==> src/rtl/kamus_mem.sv <==
// kamus_mem: memory-access stage behind kamus_EX.
// It issues one L1D load or store at a time over a req/gnt/rvalid handshake.
// It formats load data and registers a one-cycle result bundle for writeback.
// Misaligned accesses never reach the bus.
// An access still pending after REQ_TIMEOUT cycles ends as a bus error.
module kamus_mem #(
  parameter int REQ_TIMEOUT = 255
) (
  input  logic        clk_i,
  input  logic        rst_ni,
  input  logic        valid_i,
  output logic        ready_o,
  input  logic [5:0]  operation_i,
  input  logic [31:0] ex_i,
  input  logic [31:0] rs2_data_i,
  input  logic [4:0]  rd_addr_i,
  input  logic        regfile_wr_en_i,
  input  logic [1:0]  wb_mux_sel_i,
  input  logic        l1d_wr_en_i,
  input  logic [31:0] next_pc_i,
  output logic        l1d_req_o,
  input  logic        l1d_gnt_i,
  output logic        l1d_we_o,
  output logic [31:0] l1d_addr_o,
  output logic [3:0]  l1d_be_o,
  output logic [31:0] l1d_wdata_o,
  input  logic        l1d_rvalid_i,
  input  logic [31:0] l1d_rdata_i,
  output logic        wb_valid_o,
  output logic [31:0] wb_data_o,
  output logic [31:0] mem_data_o,
  output logic [4:0]  rd_addr_o,
  output logic        regfile_wr_en_o,
  output logic [1:0]  wb_mux_sel_o,
  output logic [31:0] next_pc_o,
  output logic        misaligned_o,
  output logic        bus_err_o,
  output logic [31:0] fault_addr_o
);

  // operation_e encodings of the memory ops; every other code is a non-memory op
  localparam logic [5:0] OP_LB  = 6'h10;
  localparam logic [5:0] OP_LH  = 6'h11;
  localparam logic [5:0] OP_LW  = 6'h12;
  localparam logic [5:0] OP_LBU = 6'h13;
  localparam logic [5:0] OP_LHU = 6'h14;
  localparam logic [5:0] OP_SB  = 6'h18;
  localparam logic [5:0] OP_SH  = 6'h19;
  localparam logic [5:0] OP_SW  = 6'h1A;

  // counter is wide enough to hold REQ_TIMEOUT itself, so it cannot wrap past the limit
  localparam int CNT_W = $clog2(REQ_TIMEOUT + 2);
  localparam logic [CNT_W-1:0] CNT_LAST = CNT_W'(REQ_TIMEOUT - 1);

  typedef enum logic [1:0] {IDLE, REQ, WAIT_R} state_e;

  state_e           state_reg, state_next;
  logic [CNT_W-1:0] cnt_reg, cnt_next;
  logic [5:0]       op_reg;
  logic [31:0]      addr_reg;
  logic [31:0]      wdata_reg;
  logic [3:0]       be_reg;
  logic             we_reg;
  logic [4:0]       rd_reg;
  logic             rf_we_reg;
  logic [1:0]       sel_reg;
  logic [31:0]      pc_reg;

  logic        in_load, in_store, in_byte, in_half, in_mem, in_mis;
  logic        accept, acc_go, acc_mis;
  logic [3:0]  be_d;
  logic [31:0] wdata_d;
  logic        fin_store, fin_load, fin_tmo, timeout_hit;
  logic [7:0]  byte_v;
  logic [15:0] half_v;
  logic [31:0] load_fmt;

  assign ready_o     = (state_reg == IDLE);
  assign l1d_req_o   = (state_reg == REQ);
  assign l1d_we_o    = we_reg;
  assign l1d_addr_o  = {addr_reg[31:2], 2'b00};
  assign l1d_be_o    = be_reg;
  assign l1d_wdata_o = wdata_reg;

  // decode the incoming op: direction, access size, alignment, lanes
  always_comb begin
    in_load  = 1'b0;
    in_store = 1'b0;
    in_byte  = 1'b0;
    in_half  = 1'b0;
    case (operation_i)
      OP_LB, OP_LBU: begin in_load = 1'b1;  in_byte = 1'b1; end
      OP_LH, OP_LHU: begin in_load = 1'b1;  in_half = 1'b1; end
      OP_LW:         begin in_load = 1'b1;                  end
      OP_SB:         begin in_store = 1'b1; in_byte = 1'b1; end
      OP_SH:         begin in_store = 1'b1; in_half = 1'b1; end
      OP_SW:         begin in_store = 1'b1;                 end
      default:       ;
    endcase
    in_mem  = in_load | in_store;
    in_mis  = (in_half & ex_i[0]) | (in_mem & ~in_byte & ~in_half & (|ex_i[1:0]));
    if (in_byte) begin
      be_d    = 4'b0001 << ex_i[1:0];
      wdata_d = {4{rs2_data_i[7:0]}};
    end else if (in_half) begin
      be_d    = 4'b0011 << ex_i[1:0];
      wdata_d = {2{rs2_data_i[15:0]}};
    end else begin
      be_d    = 4'hF;
      wdata_d = rs2_data_i;
    end
    accept  = valid_i & ready_o;
    acc_go  = accept & in_mem & ~in_mis;
    acc_mis = accept & in_mem & in_mis;
  end

  // lane-select and extend the returned word for the captured load op
  always_comb begin
    byte_v = l1d_rdata_i[{addr_reg[1:0], 3'b000} +: 8];
    half_v = addr_reg[1] ? l1d_rdata_i[31:16] : l1d_rdata_i[15:0];
    case (op_reg)
      OP_LB:   load_fmt = {{24{byte_v[7]}}, byte_v};
      OP_LBU:  load_fmt = {24'h0, byte_v};
      OP_LH:   load_fmt = {{16{half_v[15]}}, half_v};
      OP_LHU:  load_fmt = {16'h0, half_v};
      default: load_fmt = l1d_rdata_i;
    endcase
  end

  // next-state logic: handshake progress, completion events and timeout
  always_comb begin
    state_next  = state_reg;
    cnt_next    = cnt_reg;
    fin_store   = 1'b0;
    fin_load    = 1'b0;
    fin_tmo     = 1'b0;
    timeout_hit = (REQ_TIMEOUT != 0) && (cnt_reg >= CNT_LAST);
    case (state_reg)
      IDLE: begin
        if (acc_go) begin
          state_next = REQ;
          cnt_next   = '0;
        end
      end
      REQ: begin
        if (l1d_gnt_i) begin
          if (we_reg) begin
            fin_store  = 1'b1;
            state_next = IDLE;
          end else if (l1d_rvalid_i) begin
            fin_load   = 1'b1;
            state_next = IDLE;
          end else begin
            state_next = WAIT_R;
            cnt_next   = cnt_reg + 1'b1;
          end
        end else if (timeout_hit) begin
          fin_tmo    = 1'b1;
          state_next = IDLE;
        end else begin
          cnt_next = cnt_reg + 1'b1;
        end
      end
      WAIT_R: begin
        if (l1d_rvalid_i) begin
          fin_load   = 1'b1;
          state_next = IDLE;
        end else if (timeout_hit) begin
          fin_tmo    = 1'b1;
          state_next = IDLE;
        end else begin
          cnt_next = cnt_reg + 1'b1;
        end
      end
      default: state_next = IDLE;
    endcase
  end

  // state, captured request and the registered writeback bundle
  always_ff @(posedge clk_i) begin
    if (!rst_ni) begin
      state_reg       <= IDLE;
      cnt_reg         <= '0;
      op_reg          <= '0;
      addr_reg        <= '0;
      wdata_reg       <= '0;
      be_reg          <= '0;
      we_reg          <= 1'b0;
      rd_reg          <= '0;
      rf_we_reg       <= 1'b0;
      sel_reg         <= '0;
      pc_reg          <= '0;
      wb_valid_o      <= 1'b0;
      wb_data_o       <= '0;
      mem_data_o      <= '0;
      rd_addr_o       <= '0;
      regfile_wr_en_o <= 1'b0;
      wb_mux_sel_o    <= '0;
      next_pc_o       <= '0;
      misaligned_o    <= 1'b0;
      bus_err_o       <= 1'b0;
      fault_addr_o    <= '0;
    end else begin
      state_reg    <= state_next;
      cnt_reg      <= cnt_next;
      wb_valid_o   <= 1'b0;
      misaligned_o <= 1'b0;
      bus_err_o    <= 1'b0;
      if (acc_go) begin
        op_reg    <= operation_i;
        addr_reg  <= ex_i;
        wdata_reg <= wdata_d;
        be_reg    <= be_d;
        we_reg    <= in_store & l1d_wr_en_i;
        rd_reg    <= rd_addr_i;
        rf_we_reg <= regfile_wr_en_i;
        sel_reg   <= wb_mux_sel_i;
        pc_reg    <= next_pc_i;
      end
      // non-memory ops and misaligned faults retire straight from the accept
      if (accept && (!in_mem || in_mis)) begin
        wb_valid_o      <= 1'b1;
        wb_data_o       <= ex_i;
        rd_addr_o       <= rd_addr_i;
        regfile_wr_en_o <= regfile_wr_en_i & ~acc_mis;
        wb_mux_sel_o    <= wb_mux_sel_i;
        next_pc_o       <= next_pc_i;
        if (acc_mis) begin
          misaligned_o <= 1'b1;
          fault_addr_o <= ex_i;
        end
      end
      if (fin_store || fin_load || fin_tmo) begin
        wb_valid_o      <= 1'b1;
        wb_data_o       <= fin_load ? load_fmt : addr_reg;
        rd_addr_o       <= rd_reg;
        regfile_wr_en_o <= rf_we_reg & ~fin_tmo;
        wb_mux_sel_o    <= sel_reg;
        next_pc_o       <= pc_reg;
      end
      if (fin_load) begin
        mem_data_o <= load_fmt;
      end
      if (fin_tmo) begin
        bus_err_o    <= 1'b1;
        fault_addr_o <= addr_reg;
      end
    end
  end

endmodule

==> config.mk <==
export PLATFORM = sky130hd
export DESIGN_NAME = kamus_mem
export DESIGN_NICKNAME = d
export VERILOG_FILES = /design/src/rtl/kamus_mem.sv
export SDC_FILE = /design/constraint.sdc
export NUM_CORES = 1
export LEC_CHECK = 0
export ABC_AREA = 1
export CORE_MARGIN = 3
export CORE_UTILIZATION = 44
export CTS_CLUSTER_DIAMETER = 60
export DETAILED_ROUTE_END_ITERATION = 10
export HOLD_SLACK_MARGIN = 0.05
export PLACE_DENSITY_LB_ADDON = 0.25
export REMOVE_ABC_BUFFERS = 1
export SLEW_MARGIN = 5
export SYNTH_ARGS = -nofsm -noshare
export SYNTH_HDL_FRONTEND = slang
export SYNTH_SLANG_ARGS = --single-unit
export TNS_END_PERCENT = 30
==> constraint.sdc <==
create_clock -name clk_i -period 1.81 [get_ports clk_i]
set_input_delay 0.181 -clock clk_i [delete_from_list [all_inputs] [get_ports clk_i]]
set_output_delay 0.181 -clock clk_i [all_outputs]
set_load 0.02 [all_outputs]
==> results.ini <==
[run_status]
status=complete, but fails checks
violations=negative setup slack

[worst_setup_path]
r2r_start=state_reg[1]$_SDFFE_PN0P_
cp_top_family=buffers and inverters
crit_cells=16
critical_path.max_fanout=5
r2r_slack_ns=-0.29
cpMaxStageDelayCell=dfxtp_2
max_stage_delay_ns=0.34
cp-end-kind=flip-flop
path_common_cell=buf_6
critPathLaunchType=flip-flop
path_class=flip-flop to flip-flop
worst-path-buf-inv=7
critPathArrivalTime_ns=2.58
critical_path_required_ns=2.29
cp_cell_sequence=inv_2 > ha_4 > buf_6 > nand2_2 > o21ai_1 > inv_1 > nor2_4 > nand2_4 > nand2_4 > buf_6 > a21oi_4 > buf_6 > buf_6 > buf_16 > nor2_4 > nor2_1
worstReg2RegEnd=next_pc_o[5]$_SDFFE_PN0P_
rr_worst_depth=16
crit_start=state_reg[1]$_SDFFE_PN0P_
cp-endpoint=next_pc_o[5]$_SDFFE_PN0P_

[drt]
first_pass_iters=5
routed_via_density=5.23
route.detailed.drc=0
vias=14881
finalWirelength_mm=51.2
final_antenna_net_count=0
wire_per_inst_um=18.0
first_iter_violations=1189

[synthesis]
synth-seq-cells=265
synth_flop_cell=dfxtp_1
ys_warn_count=0
synth_top_area_share=0.402
synth_area_leaders=dfxtp_1 (40%), nand2_1 (14%), nor2_1 (8.9%), o21ai_0 (8.3%), a21oi_1 (6.8%)
synth.distinct_cells=33
yosysSeqAreaShare=0.402
post-synth-top-area-cell=dfxtp_1
synthesis.area_mm2=0.0132
synth-edff-count=0
synth_common_cells=nand2_1 (480), nor2_1 (312), dfxtp_1 (265)
synthArstFlopShare=0
avgSynthCellArea_um2=6.51
synth.most_common_cell=nand2_1
synthCells=2025

[clock_network]
cts.clk_slew.worst_paths_ns=0.06
clock-sinks=265
cts_made_buffers=30
ctsLongestPathBuffers=3
clk_latency_ns=0.56
tritoncts=done
h-tree-depth=1
ctsRootBufferMaster=clkbuf_16

[finish]
diodes=0
syn_to_final_growth_pct=53.2
fin_nets=2593
layout-drive-gt1-share=0.158

[pwr]
p_switching_w=0.00403
clockPowerShare=0.439
power_frac_comb=0.164
p_total_w=0.0156
leakage_nw=8.76
internal-power_w=0.0116
power_frac_seq=0.397
power_density_mw_per_mm2=772
swShare=0.258
ir_drop_uv=647

[floorplanning]
die_area_mm2=0.0321
rows=62
ios=358
core_mm2=0.0291
fp.dieW_um=179
start_util=0.453
die_h_um=179

[sta]
setup_viol=143
rsz0062_at_grt=yes
fin_crit_sh=1.16
finalHoldViolations=0
skew_ns=0.0257
relSlewSlack=0.299
timing.final.ws_setup_ns=-0.292
fmax_mhz=476
slew_violations=0
fin_crit_ns=2.10
worst_pin_slew_ns=1.05

[placement]
dp_slack_ns=-0.460
routabilityCongestion=0.909
portBuffers=355
hpwl_mm=32.6

[global_routing]
grt_use_total=0.294
grt-ovfl-total=0
first_global_vias=14164
grt_max_degree=102
grt_pass1_wl_mm=75.5
antenna_found_initial=0

[worst_hold_path]
min_from=rst_ni
hp-class=input port to flip-flop

[job]
cap_violations=0

-- how the worst min path moves through the flow --
stage	end	slack (ns)	cells past startpoint
floorplan	wb_data_o[0]$_SDFFE_PN0P_	0.28	2
global placement	pc_reg[7]$_SDFFE_PN0P_	0.43	2
detailed placement	op_reg[5]$_SDFFE_PN0P_	0.44	2
CTS	wb_data_o[9]$_SDFFE_PN0P_	0.21	4
global route	rf_we_reg$_SDFFE_PN0P_	0.23	3
finish	mem_data_o[30]$_SDFFE_PN0P_	0.20	4
-- worst reg2reg max path, cell delays in order (launching register included) --
cell and delay, ns:
dfxtp_2 0.34, inv_2 0.05, ha_4 0.16, buf_6 0.11, nand2_2 0.05, o21ai_1 0.07, inv_1 0.14, nor2_4 0.06
nand2_4 0.08, nand2_4 0.08, buf_6 0.13, a21oi_4 0.21, buf_6 0.15, buf_6 0.13, buf_16 0.15, nor2_4 0.03
nor2_1 0.08
-- cell type report --
cell class / instances / area [um^2]
fill: 2398 / 8900
clock buffer: 43 / 901
sequential: 265 / 5310
clock inverter: 13 / 224
multi-input combinational: 1412 / 6790
tap: 384 / 480
timing repair buffer: 535 / 5750
inverter: 191 / 738
-- per-stage QoR --
stage / hold WS [ns] / utilization / TNS [ns] / std cells / instance area (um^2)
floorplan: 0.279 / - / -398.64 / 1868 / 12300
global route: 0.234 / 0.694 / -37.87 / 2843 / 20200
detailed placement: 0.439 / 0.607 / -88.16 / 2740 / 17600
CTS: 0.213 / 0.674 / -13.08 / 2834 / 19600
global placement: 0.432 / 0.607 / -78.61 / 2740 / 17600
finish: 0.200 / 0.694 / -24.09 / 2843 / 20200
-- timing repair --
| item | 4_1_cts | 5_1_grt |
|---|---|---|
| endpoints found under the setup margin | 197 | 254 |
| setup buffers | 25 | 4 |
| hold buffers | 2 | 0 |
| pin swaps | 32 | 48 |
| gates resized for setup | 169 | 160 |
| endpoints found under the hold margin | 22 | 0 |
| gates cloned | 12 | 8 |
-- kinds of logic (layout without fill, tap and decap cells) --
family          count (synthesis)  count (layout)  synth area share
compound gates                434             434             0.167
fa+ha+maj                      10              10           0.00949
buf+inv                       349             782             0.121
flops                         265             265             0.402
other cells                     1               2          0.000284
simple gates                  966             966             0.300
-- power groups by stage --
stage,clock [W],sequential (W),combinational [W]
final,0.00684,0.00619,0.00255
after global routing,0.00715,0.00621,0.00275
after floorplan,0,0.00651,0.000773
after detailed placement,0,0.00630,0.00221
after CTS,0.00686,0.00618,0.00244
after global placement,0,0.00630,0.00217
-- routing by layer --
layer	track usage	vias to the layer above	part of all wire
met5	0	-	0
met4	0.106	0	0.041
met3	0.0756	137	0.084
met2	0.499	594	0.48
met1	0.358	6907	0.40
li1	-	7243	-
-- layout by cell type (no fill, tap or decap), drive strengths merged --
cell type and n:
nor3 6, a211oi 1, nand2 491, o211a 1, nand4 7, clkinvlp 2
o22ai 2, buf 174, dlygate4sd2 1, dfxtp 265, nor2 321, o21ai 245
conb 2, inv 189, bufbuf 1, clkdlybuf4s50 347, ha 10, dlymetal6s2s 3
a31oi 2, a21boi 1, o211ai 2, nand3 137, nand3b 4, clkbuf 50
bufinv 6, dlygate4sd3 2, clkinv 7, a21oi 180
No activity file was read; power rests on OpenSTA's default activity.
